File: src/rtl/pipe_ctrl.sv
// pipe_ctrl -- hazard and status controller for a five-stage Y86-style pipeline.
//
// Build option: define PIPE_CTRL_PERF_EN to implement the performance
// counters. Without it, no counter flops exist and the count outputs read 0.
//
// Ports
//   clk, rst_n                      clock, asynchronous active-low reset
//   D_icode/E_icode/M_icode/W_icode stage instruction codes
//   d_srcA, d_srcB                  decode source registers (4'hF = none)
//   E_dstM                          load destination held in E
//   e_Cnd                           branch condition computed in E
//   m_stat, W_stat                  memory / write-back stage status
//   F_stall..W_stall                pipeline register controls
//   set_cc                          condition-code update enable
//   cpu_stat                        registered architectural status
//   halted                          controller is in HALT or FAULT
//   cyc_cnt/ret_cnt/lu_cnt/mp_cnt   cycle, retired, load-use, mispredict counts
//
// state | meaning
// RUN   | normal operation, hazard controls computed from stage contents
// HALT  | HLT reached write-back; pipeline frozen until reset
// FAULT | ADR or INS reached write-back; pipeline frozen until reset

module pipe_ctrl #(
    parameter int CNT_W = 32
) (
    input  logic             clk,
    input  logic             rst_n,
    input  logic [3:0]       D_icode,
    input  logic [3:0]       E_icode,
    input  logic [3:0]       M_icode,
    input  logic [3:0]       W_icode,
    input  logic [3:0]       d_srcA,
    input  logic [3:0]       d_srcB,
    input  logic [3:0]       E_dstM,
    input  logic             e_Cnd,
    input  logic [1:0]       m_stat,
    input  logic [1:0]       W_stat,
    output logic             F_stall,
    output logic             D_stall,
    output logic             D_bubble,
    output logic             E_bubble,
    output logic             M_bubble,
    output logic             W_stall,
    output logic             set_cc,
    output logic [1:0]       cpu_stat,
    output logic             halted,
    output logic [CNT_W-1:0] cyc_cnt,
    output logic [CNT_W-1:0] ret_cnt,
    output logic [CNT_W-1:0] lu_cnt,
    output logic [CNT_W-1:0] mp_cnt
);

    localparam logic [3:0] I_NOP    = 4'h1;
    localparam logic [3:0] I_MRMOVQ = 4'h5;
    localparam logic [3:0] I_OPQ    = 4'h6;
    localparam logic [3:0] I_JXX    = 4'h7;
    localparam logic [3:0] I_RET    = 4'h9;
    localparam logic [3:0] I_POPQ   = 4'hB;
    localparam logic [3:0] R_NONE   = 4'hF;

    localparam logic [1:0] ST_AOK = 2'd0;
    localparam logic [1:0] ST_HLT = 2'd1;

    typedef enum logic [1:0] {
        S_RUN   = 2'd0,
        S_HALT  = 2'd1,
        S_FAULT = 2'd2
    } state_t;

    state_t     r_state;
    state_t     w_state_nxt;
    logic [1:0] r_cpu_stat;

    logic w_lu;
    logic w_rp;
    logic w_mp;
    logic w_exc;
    logic w_run;

    assign w_lu  = ((E_icode == I_MRMOVQ) || (E_icode == I_POPQ)) &&
                   (E_dstM != R_NONE) &&
                   ((E_dstM == d_srcA) || (E_dstM == d_srcB));
    assign w_rp  = (D_icode == I_RET) || (E_icode == I_RET) || (M_icode == I_RET);
    assign w_mp  = (E_icode == I_JXX) && !e_Cnd;
    assign w_exc = (m_stat != ST_AOK) || (W_stat != ST_AOK);
    assign w_run = (r_state == S_RUN);

    always_ff @(posedge clk or negedge rst_n) begin
        if (!rst_n) begin
            r_state    <= S_RUN;
            r_cpu_stat <= ST_AOK;
        end else begin
            r_state <= w_state_nxt;
            if (w_run) begin
                r_cpu_stat <= W_stat;
            end
        end
    end

    always_comb begin
        w_state_nxt = r_state;
        F_stall     = 1'b0;
        D_stall     = 1'b0;
        D_bubble    = 1'b0;
        E_bubble    = 1'b0;
        M_bubble    = 1'b0;
        W_stall     = 1'b0;
        set_cc      = 1'b0;
        halted      = 1'b0;

        case (r_state)
            S_RUN: begin
                if (W_stat == ST_HLT) begin
                    w_state_nxt = S_HALT;
                end else if (W_stat != ST_AOK) begin
                    w_state_nxt = S_FAULT;
                end
                F_stall  = w_lu | w_rp;
                D_stall  = w_lu;
                // A stalled decode register must not also be bubbled.
                D_bubble = (w_mp | (w_rp & ~w_lu)) & ~w_lu;
                E_bubble = w_mp | w_lu;
                M_bubble = w_exc;
                W_stall  = (W_stat != ST_AOK);
                set_cc   = (E_icode == I_OPQ) & ~w_exc;
            end
            default: begin
                F_stall  = 1'b1;
                D_stall  = 1'b1;
                E_bubble = 1'b1;
                M_bubble = 1'b1;
                W_stall  = 1'b1;
                halted   = 1'b1;
            end
        endcase

        // Reset forces a flushing pattern without waiting for a clock.
        if (!rst_n) begin
            F_stall  = 1'b1;
            D_bubble = 1'b1;
            E_bubble = 1'b1;
            M_bubble = 1'b1;
            D_stall  = 1'b0;
            W_stall  = 1'b0;
            set_cc   = 1'b0;
            halted   = 1'b0;
        end
    end

    assign cpu_stat = r_cpu_stat;

`ifdef PIPE_CTRL_PERF_EN
    logic [CNT_W-1:0] r_cyc_cnt;
    logic [CNT_W-1:0] r_ret_cnt;
    logic [CNT_W-1:0] r_lu_cnt;
    logic [CNT_W-1:0] r_mp_cnt;

    always_ff @(posedge clk or negedge rst_n) begin
        if (!rst_n) begin
            r_cyc_cnt <= '0;
            r_ret_cnt <= '0;
            r_lu_cnt  <= '0;
            r_mp_cnt  <= '0;
        end else if (w_run) begin
            r_cyc_cnt <= r_cyc_cnt + CNT_W'(1);
            // Bubbles travel as NOPs and are not retirements.
            if ((W_stat == ST_AOK) && (W_icode != I_NOP)) begin
                r_ret_cnt <= r_ret_cnt + CNT_W'(1);
            end
            if (w_lu) begin
                r_lu_cnt <= r_lu_cnt + CNT_W'(1);
            end
            if (w_mp) begin
                r_mp_cnt <= r_mp_cnt + CNT_W'(1);
            end
        end
    end

    assign cyc_cnt = r_cyc_cnt;
    assign ret_cnt = r_ret_cnt;
    assign lu_cnt  = r_lu_cnt;
    assign mp_cnt  = r_mp_cnt;
`else
    logic w_unused;
    assign w_unused = ^W_icode;

    assign cyc_cnt = '0;
    assign ret_cnt = '0;
    assign lu_cnt  = '0;
    assign mp_cnt  = '0;
`endif

endmodule

File: config.mk
export PLATFORM = sky130hd
export DESIGN_NAME = pipe_ctrl
export DESIGN_NICKNAME = d
export VERILOG_FILES = /design/src/rtl/pipe_ctrl.sv
export SDC_FILE = /design/constraint.sdc
export NUM_CORES = 1
export LEC_CHECK = 0
export ABC_AREA = 1
export CORE_ASPECT_RATIO = 0.6
export CORE_UTILIZATION = 27
export DETAILED_ROUTE_END_ITERATION = 7
export PLACE_DENSITY_LB_ADDON = 0.2
export SETUP_SLACK_MARGIN = 0.15
export SLEW_MARGIN = 40
export SYNTH_ARGS = -nofsm -noshare
export SYNTH_HDL_FRONTEND = slang
export SYNTH_SLANG_ARGS = --single-unit
File: constraint.sdc
create_clock -name clk -period 1.2 [get_ports clk]
set_input_delay 0.3 -clock clk [delete_from_list [all_inputs] [get_ports clk]]
set_output_delay 0.3 -clock clk [all_outputs]
set_load 0.005 [all_outputs]
After elaboration in Yosys (flattened, before gate mapping)

Cells that the tools add are included.

Add/sub/neg operators: 0
$mul: 0
Divide/modulo/power cells: 0
Magnitude comparators: 0
Eq/ne operators: 11
Shift-type cells: 0
Multiplexer cells: 18
Bitwise gates (word level): 8
Reductions and logical operators: 14

Operator list:

| kind                                                 | count |
|---|---|
| equality test 4 bit (second input constant)          | 4 |
| two-way mux 1 bit                                    | 16 |
| equality test 4 x 3 -> 1 bit (second input constant) | 3 |
| equality test 4 bit                                  | 2 |
| nonzero test 2 bit                                   | 3 |
| logical OR 1 bit                                     | 5 |
| two-way mux 2 bit                                    | 2 |
| != test 4 bit (second input constant)                | 1 |
| bitwise AND 1 bit                                    | 3 |
| logical AND 1 bit                                    | 3 |
| bitwise OR 1 bit                                     | 3 |
| equality test 2 x 1 -> 1 bit (second input constant) | 1 |
| zero test 2 bit                                      | 1 |
| NOT 1 bit                                            | 2 |
| AND reduction 2 bit                                  | 1 |
| zero test 1 bit                                      | 1 |

Register bits after elaboration: 4
Latch bits: 0
Memory bits (writable): 0
ROM bits: 0
Input bits: 35
Word-level logic and storage cells: 53
Memories kept: 0

Depth between registers and ports, before layout

Depth in word-level cells: 10
Mapped depth: 10
Gate-level depth less buffers: 10

Worst setup path before layout

OpenSTA, ideal clock, no wires.

Kind: flip-flop to output port
Start point: register r_state[1]
End point: output set_cc
Arrival time: 0.911 ns
Data required time: 0.900 ns
Slack: -0.011 ns
Cell stages (with the launch flop): 6
Path buffers: 0
Cells stage by stage: dfrtp_1 inv_1 nand2_1 inv_2 nand4_1 nor4_2

Cells in the longest elaborated chain, start to end: 3

RTL lines:

| what                   | line | RTL |
|---|---|---|
| start, declared        | 71   | `state_t r_state;` |
| start signal, assigned | 94   | `r_state <= w_state_nxt;` |
| zero test 2 bit        | 112  | `case (r_state)` |
| two-way mux 1 bit      | 112  |  |
| two-way mux 1 bit      | 139  | `if (!rst_n) begin` |
| end, declared          | 45   | `output logic set_cc,` |

No other way between the ends.

Final worst setup path

Ends and elaborated chain as after synthesis.

==> run_results.csv <==
group,metric,value,unit
detailed_routing,vias,1098,
power_and_ir_drop,clkPwrFrac,37.9,%
cells_and_area,antenna_cells,0,
clock_tree,htreeDepth,1,
yosys,synth_area_leaders,"buf_4 (66%), nand2_1 (10%), dfrtp_1 (6.9%)",
detailed_routing,wl_per_cell,6.98,um
placement,place_hpwl,2.13,mm
critical_path,rr_worst_depth,7,
critical_path,r2r_end,"cpu_stat[1]$_DFFE_PN0P_",
yosys,ys_types,18,
global_routing,grt_max_degree,6,
clock_tree,cts_max_path_buffers,2,
sta,rsz0062_at_grt,"yes",
cells_and_area,fin_util,33.0,%
floorplanning,start_util,28.4,%
sta,slew_violations,0,
floorplanning,fp-row-count,20,
yosys,synth_top_area_share,66.3,%
floorplanning,die_area,0.00568,mm2
detailed_routing,drt_iter0_drc,28,
critical_path,start_kind,"flop",
yosys,yosysSeqAreaShare,6.90,%
critical_path,arrival,1.31,ns
clock_tree,cts_root_buffer,"clkbuf_8",
sta,hold_viol,0,
clock_tree,cts_tree,"yes",
global_routing,grt-ovfl-total,0,
cells_and_area,syn2layout_area_growth,16.3,%
cells_and_area,final_nets,326,
detailed_routing,vias_per_cell,3.09,
power_and_ir_drop,p_sw_share,36.4,%
sta,setup_viol,8,
sta,setup_slack,-0.407,ns
placement,place_congestion,0.674,
run_status,violations,"setup timing",
floorplanning,die_w,96.6,um
sta,whs,0.136,ns
global_routing,grtUsageTotal,7.89,%
critical_path,r2r_slack,0.15,ns
power_and_ir_drop,powerDensity,442,mW/mm2
sta,period_needed,1.61,ns
critical_path,r2r-start,"r_state[1]$_DFFE_PN0P_",
detailed_routing,drt-total-wl,2.48,mm
placement,io_buffer_count,40,
floorplanning,die_h,58.8,um
flow_run,drv_cap,0,
global_routing,antenna_found_initial,0,
run_status,status,"finished, violations left",
power_and_ir_drop,pwr-share-comb,43.9,%
sta,skew,0.00117,ns
min_path,hp-class,"input pin to asynchronous set/reset pin",
yosys,syn_inst,223,
clock_tree,clock_sinks,4,
power_and_ir_drop,power_leakage,1.07,nW
floorplanning,io_pins,173,
power_and_ir_drop,switching_power,0.000271,W
yosys,avgSynthCellArea,6.50,um2
global_routing,grt_pass1_vias,793,
cells_and_area,post_route_cells_drive_above_1_share,30.1,%
detailed_routing,ant_nets,0,
critical_path,crit_path_max_fanout,3,
critical_path,path_class,"flop to output pin",
floorplanning,core_area,0.00510,mm2
cells_and_area,final_cell_mix,"conb_1 (128), nand2_1 (28), buf_4 (21)",
yosys,yosysTopAreaCell,"buf_4",
power_and_ir_drop,finalPower,0.000745,W
clock_tree,path_clk_slew,0.03,ns
sta,fin_crit_sh,134,%
cells_and_area,final_common_cell,"conb_1",
clock_tree,insertion_delay,0.22,ns
clock_tree,cts_buffers,3,
yosys,ys_seq_elements,4,
detailed_routing,drc,0,
power_and_ir_drop,p_int,0.000474,W
power_and_ir_drop,ir_drop,0.000324,V
yosys,netlist_area,0.00145,mm2
yosys,yosys_warnings,0,
detailed_routing,first_pass_iters,4,
critical_path,end_kind,"output pin",
critical_path,cp.required,0.90,ns
global_routing,grt_pass1_wl,3.51,mm
power_and_ir_drop,seq_power_share,18.2,%
sta,fmax,0.622,GHz
[through the flow]
stage	cell area, um2	TNS, ns	cells	setup WS [ns]
2_1_floorplan	1950	-0.0113	350	-0.0113
3_3_place_gp	1580	-7.78	341	-1.13
3_5_place_dp	1580	-7.84	341	-1.16
4_1_cts	1610	-2.51	351	-0.419
5_1_grt	1690	-2.94	355	-0.491
6_report	1690	-2.44	355	-0.407
[power by group through the flow]
stage               Combinational, W  Clock [W]  Sequential (W)
global placement            0.000323          0        0.000137
CTS                         0.000304   0.000287        0.000136
floorplan                   0.000457          0        0.000137
detailed placement          0.000323          0        0.000137
finish                      0.000327   0.000282        0.000136
global route                0.000374   0.000305        0.000136
[synth_stat cells, drive strengths merged]
master / count
buf: 128
nand2: 41
inv: 23
nor2: 10
dfrtp: 4
nand3: 4
nand4: 4
a21oi: 2
nor3: 2
a31oi: 1
conb: 1
nor4: 1
o21ai: 1
o21bai: 1
[sequential cells by signal, summed over array words and instances (netlist names)]
signal and cells:
r_state 2, cpu_stat 2
[worst max path at each step]
stage / start / slack (ns) / to
after global routing: r_state[0]$_DFFE_PN0P_ / -0.49 / set_cc
after global placement: E_dstM[0] / -1.13 / F_stall
after floorplan: r_state[1]$_DFFE_PN0P_ / -0.01 / set_cc
after CTS: r_state[1]$_DFFE_PN0P_ / -0.42 / set_cc
after detailed placement: E_dstM[0] / -1.16 / F_stall
final: r_state[1]$_DFFE_PN0P_ / -0.41 / set_cc
[critical path: stages (launching register included)]
cell and delay [ns]:
dfrtp_1 0.36, inv_2 0.07, nand2_2 0.07, inv_2 0.07, nand4_1 0.10, buf_4 0.16, nor4_4 0.10, buf_2 0.15
[cells by family after synthesis]
logic type      share of synthesized area [%]
buf+inv                                  72.2
simple gates                             18.4
compound gates                           2.24
flops                                    6.90
other cells                             0.259
[routing by layer]
metal  vias to the layer above  part of all wire, %  track usage, %
li1                        544                    -               -
met1                       465                   42            10.3
met2                        87                   46            12.4
met3                         2                   11            3.44
met4                         0                 0.32            1.28
met5                         -                    0               0
[area by class of cell]
| type | count | area [um2] |
|---|---|---|
| clock buffer | 3 | 41.3 |
| tap | 66 | 82.6 |
| sequential | 4 | 100 |
| timing repair buffer | 64 | 495 |
| fill | 566 | 3420 |
| inverter | 23 | 101 |
| multi-input combinational | 195 | 866 |
[what timing repair did]
action | CTS | global route
hold endpoints to repair | 0 | 0
hold buffers | 0 | 0
endpoints found under the setup margin | 10 | 9
pin swaps | 32 | 17
setup buffers | 7 | 4
resized for setup | 122 | 23
No activity file was read; power rests on OpenSTA's default activity.
